**src/rtl/dh_pkg.sv**
```systemverilog
// Shared types and defaults for the Diffie-Hellman R1 responder.
package dh_pkg;

  localparam int DEF_DW      = 32;
  localparam int DEF_KW      = 4;
  localparam int DEF_TIMEOUT = 1024;

  typedef enum logic [2:0] {
    IDLE    = 3'd0,
    CHECK   = 3'd1,
    SQR     = 3'd2,
    MUL     = 3'd3,
    NEXT    = 3'd4,
    SEND_C1 = 3'd5,
    WAIT_C2 = 3'd6,
    DONE    = 3'd7
  } dh_state_t;

  typedef struct packed {
    logic start;
    logic done;
  } modmul_hs_t;

endpackage

```
**src/rtl/dh_decrypt_r1_if.sv**
```systemverilog
// Request/response bundle between the initiator and the dh_decrypt_r1 responder.
interface dh_decrypt_r1_if
  import dh_pkg::*;
#(
  parameter int DW = DEF_DW,
  parameter int KW = DEF_KW
);
  logic          start;
  logic [DW-1:0] base;
  logic [DW-1:0] exp;
  logic [DW-1:0] p;
  logic [KW-1:0] r2;
  logic [KW-1:0] c2;
  logic          c2_valid;
  logic          busy;
  logic [KW-1:0] c1;
  logic          c1_valid;
  logic [KW-1:0] r1;
  logic          r1_valid;
  logic          err;

  modport master (
    output start, base, exp, p, r2, c2, c2_valid,
    input  busy, c1, c1_valid, r1, r1_valid, err
  );

  modport slave (
    input  start, base, exp, p, r2, c2, c2_valid,
    output busy, c1, c1_valid, r1, r1_valid, err
  );
endinterface

```
**src/rtl/dh_modmul.sv**
```systemverilog
// Iterative interleaved modular multiplier: y = a*b mod p, one multiplier bit per cycle.
// Operands must already be reduced (a, b < p); done pulses DW+1 cycles after start.
module dh_modmul
  import dh_pkg::*;
#(
  parameter int DW = DEF_DW
) (
  input  logic          clk,
  input  logic          rst,
  input  logic          start,
  input  logic [DW-1:0] a,
  input  logic [DW-1:0] b,
  input  logic [DW-1:0] p,
  output logic          done,
  output logic [DW-1:0] y
);
  localparam int CW = $clog2(DW + 1);

  logic [DW-1:0] a_r;
  logic [DW-1:0] b_r;
  logic [DW-1:0] p_r;
  logic [DW:0]   acc_r;
  logic [CW-1:0] cnt_r;
  logic          run_r;
  logic [DW:0]   dbl_s;
  logic [DW:0]   red1_s;
  logic [DW:0]   add_s;
  logic [DW:0]   red2_s;

  // One step: acc = (2*acc + b_msb*a) mod p, each partial sum stays below 2p.
  always_comb begin
    dbl_s = acc_r << 1;
    if (dbl_s >= {1'b0, p_r}) red1_s = dbl_s - {1'b0, p_r};
    else                      red1_s = dbl_s;
    if (b_r[DW-1]) add_s = red1_s + {1'b0, a_r};
    else           add_s = red1_s;
    if (add_s >= {1'b0, p_r}) red2_s = add_s - {1'b0, p_r};
    else                      red2_s = add_s;
  end

  // Operand capture, step sequencing and done pulse.
  always_ff @(posedge clk or negedge rst) begin
    if (!rst) begin
      a_r   <= '0;
      b_r   <= '0;
      p_r   <= '0;
      acc_r <= '0;
      cnt_r <= '0;
      run_r <= 1'b0;
      done  <= 1'b0;
      y     <= '0;
    end else begin
      done <= 1'b0;
      if (run_r) begin
        if (cnt_r == '0) begin
          done  <= 1'b1;
          y     <= acc_r[DW-1:0];
          run_r <= 1'b0;
        end else begin
          acc_r <= red2_s;
          b_r   <= b_r << 1;
          cnt_r <= cnt_r - 1'b1;
        end
      end else if (start) begin
        a_r   <= a;
        b_r   <= b;
        p_r   <= p;
        acc_r <= '0;
        cnt_r <= CW'(DW);
        run_r <= 1'b1;
      end
    end
  end
endmodule

```
**src/rtl/dh_decrypt_r1.sv**
```systemverilog
// DH responder: k = base^exp mod p, sends c1 = k^r2, recovers r1 = k^c2.
// Optional WAIT_C2 timeout enabled by defining DH_TIMEOUT_EN.
module dh_decrypt_r1
  import dh_pkg::*;
#(
  parameter int DW      = DEF_DW,
  parameter int KW      = DEF_KW,
  parameter int TIMEOUT = DEF_TIMEOUT
) (
  input logic             clk,
  input logic             rst,
  dh_decrypt_r1_if.slave  bus
);
  localparam int IW = (DW > 1) ? $clog2(DW) : 1;

  if (KW > DW || TIMEOUT < 1) begin : g_cfg_check
    $error("dh_decrypt_r1: KW must not exceed DW and TIMEOUT must be positive");
  end

  dh_state_t     state_r;
  logic [DW-1:0] base_r;
  logic [DW-1:0] exp_r;
  logic [DW-1:0] p_r;
  logic [DW-1:0] acc_r;
  logic [KW-1:0] r2_r;
  logic [IW-1:0] idx_r;
  logic          mm_start_r;
  logic          mm_pend_r;
  logic          mm_done_s;
  logic [DW-1:0] mm_b_s;
  logic [DW-1:0] mm_y_s;
  modmul_hs_t    mm_hs_s;
  logic          busy_r;
  logic [KW-1:0] c1_r;
  logic          c1_valid_r;
  logic [KW-1:0] r1_r;
  logic          r1_valid_r;
  logic          err_r;
`ifdef DH_TIMEOUT_EN
  localparam int TW = $clog2(TIMEOUT + 1);
  logic [TW-1:0] tmo_r;
`endif

  assign mm_hs_s = '{start: mm_start_r, done: mm_done_s};
  assign mm_b_s  = (state_r == MUL) ? base_r : acc_r;

  dh_modmul #(.DW(DW)) u_modmul (
    .clk   (clk),
    .rst   (rst),
    .start (mm_hs_s.start),
    .a     (acc_r),
    .b     (mm_b_s),
    .p     (p_r),
    .done  (mm_done_s),
    .y     (mm_y_s)
  );

  assign bus.busy     = busy_r;
  assign bus.c1       = c1_r;
  assign bus.c1_valid = c1_valid_r;
  assign bus.r1       = r1_r;
  assign bus.r1_valid = r1_valid_r;
  assign bus.err      = err_r;

  // Exchange sequencer with registered outputs.
  always_ff @(posedge clk or negedge rst) begin
    if (!rst) begin
      state_r    <= IDLE;
      base_r     <= '0;
      exp_r      <= '0;
      p_r        <= '0;
      acc_r      <= '0;
      r2_r       <= '0;
      idx_r      <= '0;
      mm_start_r <= 1'b0;
      mm_pend_r  <= 1'b0;
      busy_r     <= 1'b0;
      c1_r       <= '0;
      c1_valid_r <= 1'b0;
      r1_r       <= '0;
      r1_valid_r <= 1'b0;
      err_r      <= 1'b0;
`ifdef DH_TIMEOUT_EN
      tmo_r      <= '0;
`endif
    end else begin
      mm_start_r <= 1'b0;
      r1_valid_r <= 1'b0;
      case (state_r)
        IDLE: begin
          if (bus.start) begin
            base_r  <= bus.base;
            exp_r   <= bus.exp;
            p_r     <= bus.p;
            r2_r    <= bus.r2;
            err_r   <= 1'b0;
            busy_r  <= 1'b1;
            state_r <= CHECK;
          end
        end
        CHECK: begin
          if (p_r < DW'(2) || base_r >= p_r) begin
            err_r   <= 1'b1;
            busy_r  <= 1'b0;
            state_r <= IDLE;
          end else begin
            acc_r   <= DW'(1);
            idx_r   <= IW'(DW - 1);
            state_r <= SQR;
          end
        end
        SQR, MUL: begin
          // Launch the multiplier once per visit, then wait for its result.
          if (!mm_pend_r) begin
            mm_start_r <= 1'b1;
            mm_pend_r  <= 1'b1;
          end else if (mm_hs_s.done) begin
            acc_r     <= mm_y_s;
            mm_pend_r <= 1'b0;
            state_r   <= (state_r == SQR && exp_r[idx_r]) ? MUL : NEXT;
          end
        end
        NEXT: begin
          if (idx_r == '0) begin
            state_r <= SEND_C1;
          end else begin
            idx_r   <= idx_r - 1'b1;
            state_r <= SQR;
          end
        end
        SEND_C1: begin
          c1_r       <= acc_r[KW-1:0] ^ r2_r;
          c1_valid_r <= 1'b1;
`ifdef DH_TIMEOUT_EN
          tmo_r      <= '0;
`endif
          state_r    <= WAIT_C2;
        end
        WAIT_C2: begin
          if (bus.c2_valid) begin
            r1_r       <= acc_r[KW-1:0] ^ bus.c2;
            r1_valid_r <= 1'b1;
            c1_valid_r <= 1'b0;
            state_r    <= DONE;
          end
`ifdef DH_TIMEOUT_EN
          else if (tmo_r == TW'(TIMEOUT - 1)) begin
            err_r      <= 1'b1;
            c1_valid_r <= 1'b0;
            busy_r     <= 1'b0;
            state_r    <= IDLE;
          end else begin
            tmo_r <= tmo_r + 1'b1;
          end
`endif
        end
        DONE: begin
          busy_r  <= 1'b0;
          state_r <= IDLE;
        end
        default: begin
          busy_r     <= 1'b0;
          c1_valid_r <= 1'b0;
          mm_pend_r  <= 1'b0;
          state_r    <= IDLE;
        end
      endcase
    end
  end
endmodule

```
**src/flat_wrapper.sv**
```systemverilog
// flat-port wrapper written by rule: the top's interface ports become plain ports
module dh_decrypt_r1_flat import dh_pkg::*;
#(
  parameter int DW      = DEF_DW,
  parameter int KW      = DEF_KW,
  parameter int TIMEOUT = DEF_TIMEOUT
)
  (clk, rst, bus_start, bus_base, bus_exp, bus_p, bus_r2, bus_c2, bus_c2_valid, bus_busy, bus_c1, bus_c1_valid, bus_r1, bus_r1_valid, bus_err);
  dh_decrypt_r1_if #(.DW(DW), .KW(KW)) bus_i ();
  input logic clk;
  input logic rst;
  input wire logic [$bits(bus_i.start)-1:0] bus_start;
  input wire logic [$bits(bus_i.base)-1:0] bus_base;
  input wire logic [$bits(bus_i.exp)-1:0] bus_exp;
  input wire logic [$bits(bus_i.p)-1:0] bus_p;
  input wire logic [$bits(bus_i.r2)-1:0] bus_r2;
  input wire logic [$bits(bus_i.c2)-1:0] bus_c2;
  input wire logic [$bits(bus_i.c2_valid)-1:0] bus_c2_valid;
  output wire logic [$bits(bus_i.busy)-1:0] bus_busy;
  output wire logic [$bits(bus_i.c1)-1:0] bus_c1;
  output wire logic [$bits(bus_i.c1_valid)-1:0] bus_c1_valid;
  output wire logic [$bits(bus_i.r1)-1:0] bus_r1;
  output wire logic [$bits(bus_i.r1_valid)-1:0] bus_r1_valid;
  output wire logic [$bits(bus_i.err)-1:0] bus_err;
  assign bus_i.start = bus_start;
  assign bus_i.base = bus_base;
  assign bus_i.exp = bus_exp;
  assign bus_i.p = bus_p;
  assign bus_i.r2 = bus_r2;
  assign bus_i.c2 = bus_c2;
  assign bus_i.c2_valid = bus_c2_valid;
  assign bus_busy = bus_i.busy;
  assign bus_c1 = bus_i.c1;
  assign bus_c1_valid = bus_i.c1_valid;
  assign bus_r1 = bus_i.r1;
  assign bus_r1_valid = bus_i.r1_valid;
  assign bus_err = bus_i.err;
  dh_decrypt_r1 #(.DW(DW), .KW(KW), .TIMEOUT(TIMEOUT)) u_core (.clk(clk), .rst(rst), .bus(bus_i));
endmodule
```
**config.mk**
```make
export PLATFORM = sky130hd
export DESIGN_NAME = dh_decrypt_r1_flat
export DESIGN_NICKNAME = d
export VERILOG_FILES = /design/src/rtl/dh_pkg.sv /design/src/rtl/dh_decrypt_r1_if.sv /design/src/rtl/dh_modmul.sv /design/src/rtl/dh_decrypt_r1.sv /design/src/flat_wrapper.sv
export SDC_FILE = /design/constraint.sdc
export NUM_CORES = 1
export LEC_CHECK = 0
export ABC_AREA = 1
export BUFFER_PORTS_ARGS = -buffer_cell sky130_fd_sc_hd__buf_2
export CORE_MARGIN = 2
export CORE_UTILIZATION = 40
export DETAILED_ROUTE_END_ITERATION = 10
export GPL_TIMING_DRIVEN = 0
export MAX_ROUTING_LAYER = met4
export PLACE_DENSITY = 0.6
export SLEW_MARGIN = 25
export SYNTH_ARGS = -nofsm -noshare
export SYNTH_HDL_FRONTEND = slang
export SYNTH_SLANG_ARGS = --single-unit
```
**constraint.sdc**
```tcl
create_clock -name clk -period 5.2 [get_ports clk]
set_input_delay 0 -clock clk [delete_from_list [all_inputs] [get_ports clk]]
set_output_delay 0 -clock clk [all_outputs]
set_load 0.02 [all_outputs]
```
==> flow_metrics.env <==
export IMPL_timing_final_ws_setup_ns=-0.2276
export IMPL_core_area_um2=53920
export IMPL_tns_ns=-4.995
export IMPL_worst_slew_pin_slew_ns=0.9365
export IMPL_route_detailed_drc=0
export IMPL_chipHeight_um=237.9
export IMPL_required_ns=5.61
export IMPL_ff_latch_area_um2=8095
export IMPL_failed_checks="setup timing"
export IMPL_drt_iter0_markers=1617
export IMPL_dieWidth_um=237.9
export IMPL_die_area_um2=56610
export IMPL_synth_async_reset_ratio=1.000
export IMPL_cpMaxStageDelayCell="sky130_fd_sc_hd__dfrtp_2"
export IMPL_clock_tree_skew_after_final_layout_ns=0.01414
export IMPL_wirelength_mm=81.83
export IMPL_cts_buffers_inserted=34
export IMPL_grt_max_degree=89
export IMPL_clk_transition_reported_paths_ns=0.07
export IMPL_grt_pass1_vias=21980
export IMPL_antenna_left=0
export IMPL_port_buffer_count=119
export IMPL_data_arrival_at_the_endpoint_of_the_critical_path_ns=5.84
export IMPL_post_synth_num_cell_types=47
export IMPL_worst_setup_timing_slack_at_the_placement_stage_ns=-1.741
export IMPL_synth_seq_cells=322
export IMPL_wire_length_of_the_first_global_routing_pass_mm=123.4
export IMPL_worst_setup_path_start_kind="flop"
export IMPL_synth_seq_area_share=0.3681
export IMPL_vias=22600
export IMPL_maxCapViolCount=0
export IMPL_post_route_cells_drive_above_1_share=0.2764
export IMPL_setup_worst_path_class="reg -> reg"
export IMPL_worstSetupEndpointType="flop"
export IMPL_critical_path_max_fanout=8
export IMPL_half_perimeter_wire_length_after_detailed_placement_mm=61.41
export IMPL_cts_htree_levels=2
export IMPL_report_final_slew_viol_count=0
export IMPL_unrepaired_setup_endpoints_after_global_routing="yes"
export IMPL_clock_insertion_delay_worst_skew_ns=0.53
export IMPL_cts_sink_count=322
export IMPL_synth_net_count=3339
export IMPL_synth_area_top_cells="sky130_fd_sc_hd__dfrtp_1, sky130_fd_sc_hd__nand2_1, sky130_fd_sc_hd__ha_1"
export IMPL_avg_wl_per_cell_um=19.25
export IMPL_cts_root_buffer="sky130_fd_sc_hd__clkbuf_16"
export IMPL_antenna_found_initial=0
export IMPL_floorplan_initialDensity=0.4059
export IMPL_viasPerCell=5.316
export IMPL_postSynth_topFlopCell="sky130_fd_sc_hd__dfrtp_1"
export IMPL_finalCritPeriodShare=1.044
export IMPL_dr_pass1_iters=7
export IMPL_status="complete, but fails checks"
export IMPL_multi_input_comb_area_um2=14730
export IMPL_fmax_ghz=0.1842
export IMPL_area_growth_pct=37.89
export IMPL_final_min_clock_period_ns=5.428
export IMPL_ys_warnings_count=0
export IMPL_cp_slowest_stage_delay_ns=0.45
export IMPL_hold_violations=0
export IMPL_clock_tree_buffer_depth=3
export IMPL_nNetsFinal=3771
export IMPL_ioPinCount=120
export IMPL_netlist_area_um2=21890
export IMPL_netlist_top_cell_by_area="sky130_fd_sc_hd__dfrtp_1"
export IMPL_normalized_max_slew_margin=0.3757
export IMPL_remaining_global_route_overflow=0
export IMPL_min_path_type="in -> async"
export IMPL_post_synth_top_area_fraction=0.3681
export IMPL_tritoncts="done"
export IMPL_synthesis_area_per_instance_um2=7.065
export IMPL_critPathMostFrequentCell="sky130_fd_sc_hd__nand2_4"
export IMPL_netlist_instances=3098
export IMPL_n_fill_cell=4923
export IMPL_synth_edff_count=0
export IMPL_finalWeightedCongestion=0.9745
export IMPL_report_final_setup_viol=32
export IMPL_globalRouteTotalUtil=0.2912
export IMPL_std_cell_rows=85
[cells by family (layout without fill, tap and decap cells)]
group / Yosys count / after routing / share of synthesized area
DFF: 322 / 322 / 0.3681
buffers and inverters: 494 / 948 / 0.08695
xor gates and xnor gates: 62 / 62 / 0.02481
AOI/OAI and AO/OA: 460 / 460 / 0.1130
other: 0 / 1 / 0
and+or+nand+nor: 1564 / 1565 / 0.2976
muxes: 63 / 63 / 0.03241
adders and majority gates: 133 / 133 / 0.07706
[worst paths after layout]
path | startpoint | to | slack [ns] | cells after the start
max reg2reg | u_core.u_modmul.p_r[1]$_DFFE_PN0P_ | u_core.u_modmul.acc_r[17]$_DFFE_PN0P_ | -0.23 | 41
min | rst | u_core.exp_r[27]$_DFFE_PN0P_ | 0.07 | 2
max | u_core.u_modmul.p_r[1]$_DFFE_PN0P_ | u_core.u_modmul.acc_r[17]$_DFFE_PN0P_ | -0.23 | 41
min in group clk | bus_exp[30] | u_core.exp_r[30]$_DFFE_PN0P_ | 0.20 | 4
max in group asynchronous | rst | u_core.u_modmul.acc_r[29]$_DFFE_PN0P_ | 4.16 | 3
min reg2reg | u_core.exp_r[22]$_DFFE_PN0P_ | u_core.exp_r[22]$_DFFE_PN0P_ | 0.48 | 2
[final cells by class]
type,instances,area share
antenna,1,0.00008292
buffer,99,0.01662
clock buffer,47,0.03358
clock inverter,12,0.006716
inverter,395,0.05178
multi-input combinational,2283,0.4881
sequential,322,0.2682
tap,696,0.02885
timing repair buffer,395,0.1060
[timing repair]
item                                    CTS  global route
setup buffers                            91            67
cloned                                    5             4
pin swaps                               117           148
hold buffers                            107             0
endpoints found under the setup margin   32            32
gates resized for setup                 486           257
endpoints found under the hold margin   191             0
[per-stage QoR]
| stage | area [µm²] | util | std cells | hold slack, ns |
|---|---|---|---|---|
| 3_3_place_gp | 23350 | 0.4331 | 3913 | 0.1998 |
| 4_1_cts | 28630 | 0.5310 | 4178 | 0.09055 |
| 6_report | 30180 | 0.5597 | 4250 | 0.06665 |
| 3_5_place_dp | 23450 | 0.4348 | 3916 | 0.06164 |
| 2_1_floorplan | 21890 | - | 3098 | -0.2956 |
| 5_1_grt | 30180 | 0.5597 | 4249 | 0.1418 |
[flip-flops by register name, indices dropped and copies added (netlist names), 5 cells and up]
register	flops
u_core.idx_r	5
u_core.u_modmul.y	32
u_core.u_modmul.p_r	32
u_core.u_modmul.a_r	32
u_core.u_modmul.cnt_r	6
u_core.acc_r	32
u_core.exp_r	32
u_core.u_modmul.acc_r	32
u_core.p_r	32
u_core.base_r	32
u_core.u_modmul.b_r	32
[synth_stat cells (34+ instances only)]
cell type and count:
sky130_fd_sc_hd__ha_1 130, sky130_fd_sc_hd__a31oi_1 36, sky130_fd_sc_hd__clkbuf_1 72, sky130_fd_sc_hd__inv_1 386
sky130_fd_sc_hd__xor2_1 34, sky130_fd_sc_hd__mux2_2 63, sky130_fd_sc_hd__o21ai_0 246, sky130_fd_sc_hd__nor2_1 183
sky130_fd_sc_hd__a21oi_1 126, sky130_fd_sc_hd__nand3_1 202, sky130_fd_sc_hd__nand2_1 1052, sky130_fd_sc_hd__nand4_1 52
sky130_fd_sc_hd__dfrtp_1 322
[worst max-delay path, delay by kind of cell, from the launching register on]
family                     cells  cell delay, ns
buffers and inverters          8            0.79
and+or+nand+nor               26            2.38
AOI/OAI and AO/OA              2            0.54
DFF                            1            0.45
adders and majority gates      5            1.12
[layout by cell type, fill, tap and decap left out, types with 28 or more instances in the layout]
| cell | instances |
|---|---|
| sky130_fd_sc_hd__dfrtp_2 | 30 |
| sky130_fd_sc_hd__nand4_1 | 52 |
| sky130_fd_sc_hd__o21ai_0 | 227 |
| sky130_fd_sc_hd__a21oi_1 | 82 |
| sky130_fd_sc_hd__xor2_1 | 32 |
| sky130_fd_sc_hd__clkbuf_1 | 72 |
| sky130_fd_sc_hd__nand2_2 | 132 |
| sky130_fd_sc_hd__nand2_4 | 49 |
| sky130_fd_sc_hd__inv_2 | 36 |
| sky130_fd_sc_hd__nand3_1 | 154 |
| sky130_fd_sc_hd__buf_2 | 126 |
| sky130_fd_sc_hd__ha_1 | 47 |
| sky130_fd_sc_hd__mux2_2 | 63 |
| sky130_fd_sc_hd__nand3_2 | 48 |
| sky130_fd_sc_hd__dlygate4sd3_1 | 107 |
| sky130_fd_sc_hd__clkbuf_16 | 39 |
| sky130_fd_sc_hd__ha_4 | 83 |
| sky130_fd_sc_hd__dfrtp_1 | 292 |
| sky130_fd_sc_hd__inv_1 | 324 |
| sky130_fd_sc_hd__xnor2_1 | 28 |
| sky130_fd_sc_hd__nand2_1 | 877 |
| sky130_fd_sc_hd__a31oi_1 | 35 |
| sky130_fd_sc_hd__nor2_1 | 143 |
| sky130_fd_sc_hd__nor2_4 | 29 |
| sky130_fd_sc_hd__buf_4 | 150 |
| sky130_fd_sc_hd__inv_4 | 29 |
[metal layers]
layer | routed length [µm] | vias up | track usage
li1 | - | 10910 | -
met1 | 35720 | 10710 | 0.3858
met2 | 37260 | 785 | 0.4618
met3 | 5316 | 189 | 0.03239
met4 | 3538 | 0 | 0.1069
met5 | 0 | - | -
Power is not shown: default switching activity piles up to over one toggle a cycle in this logic, so the estimate is an artifact.
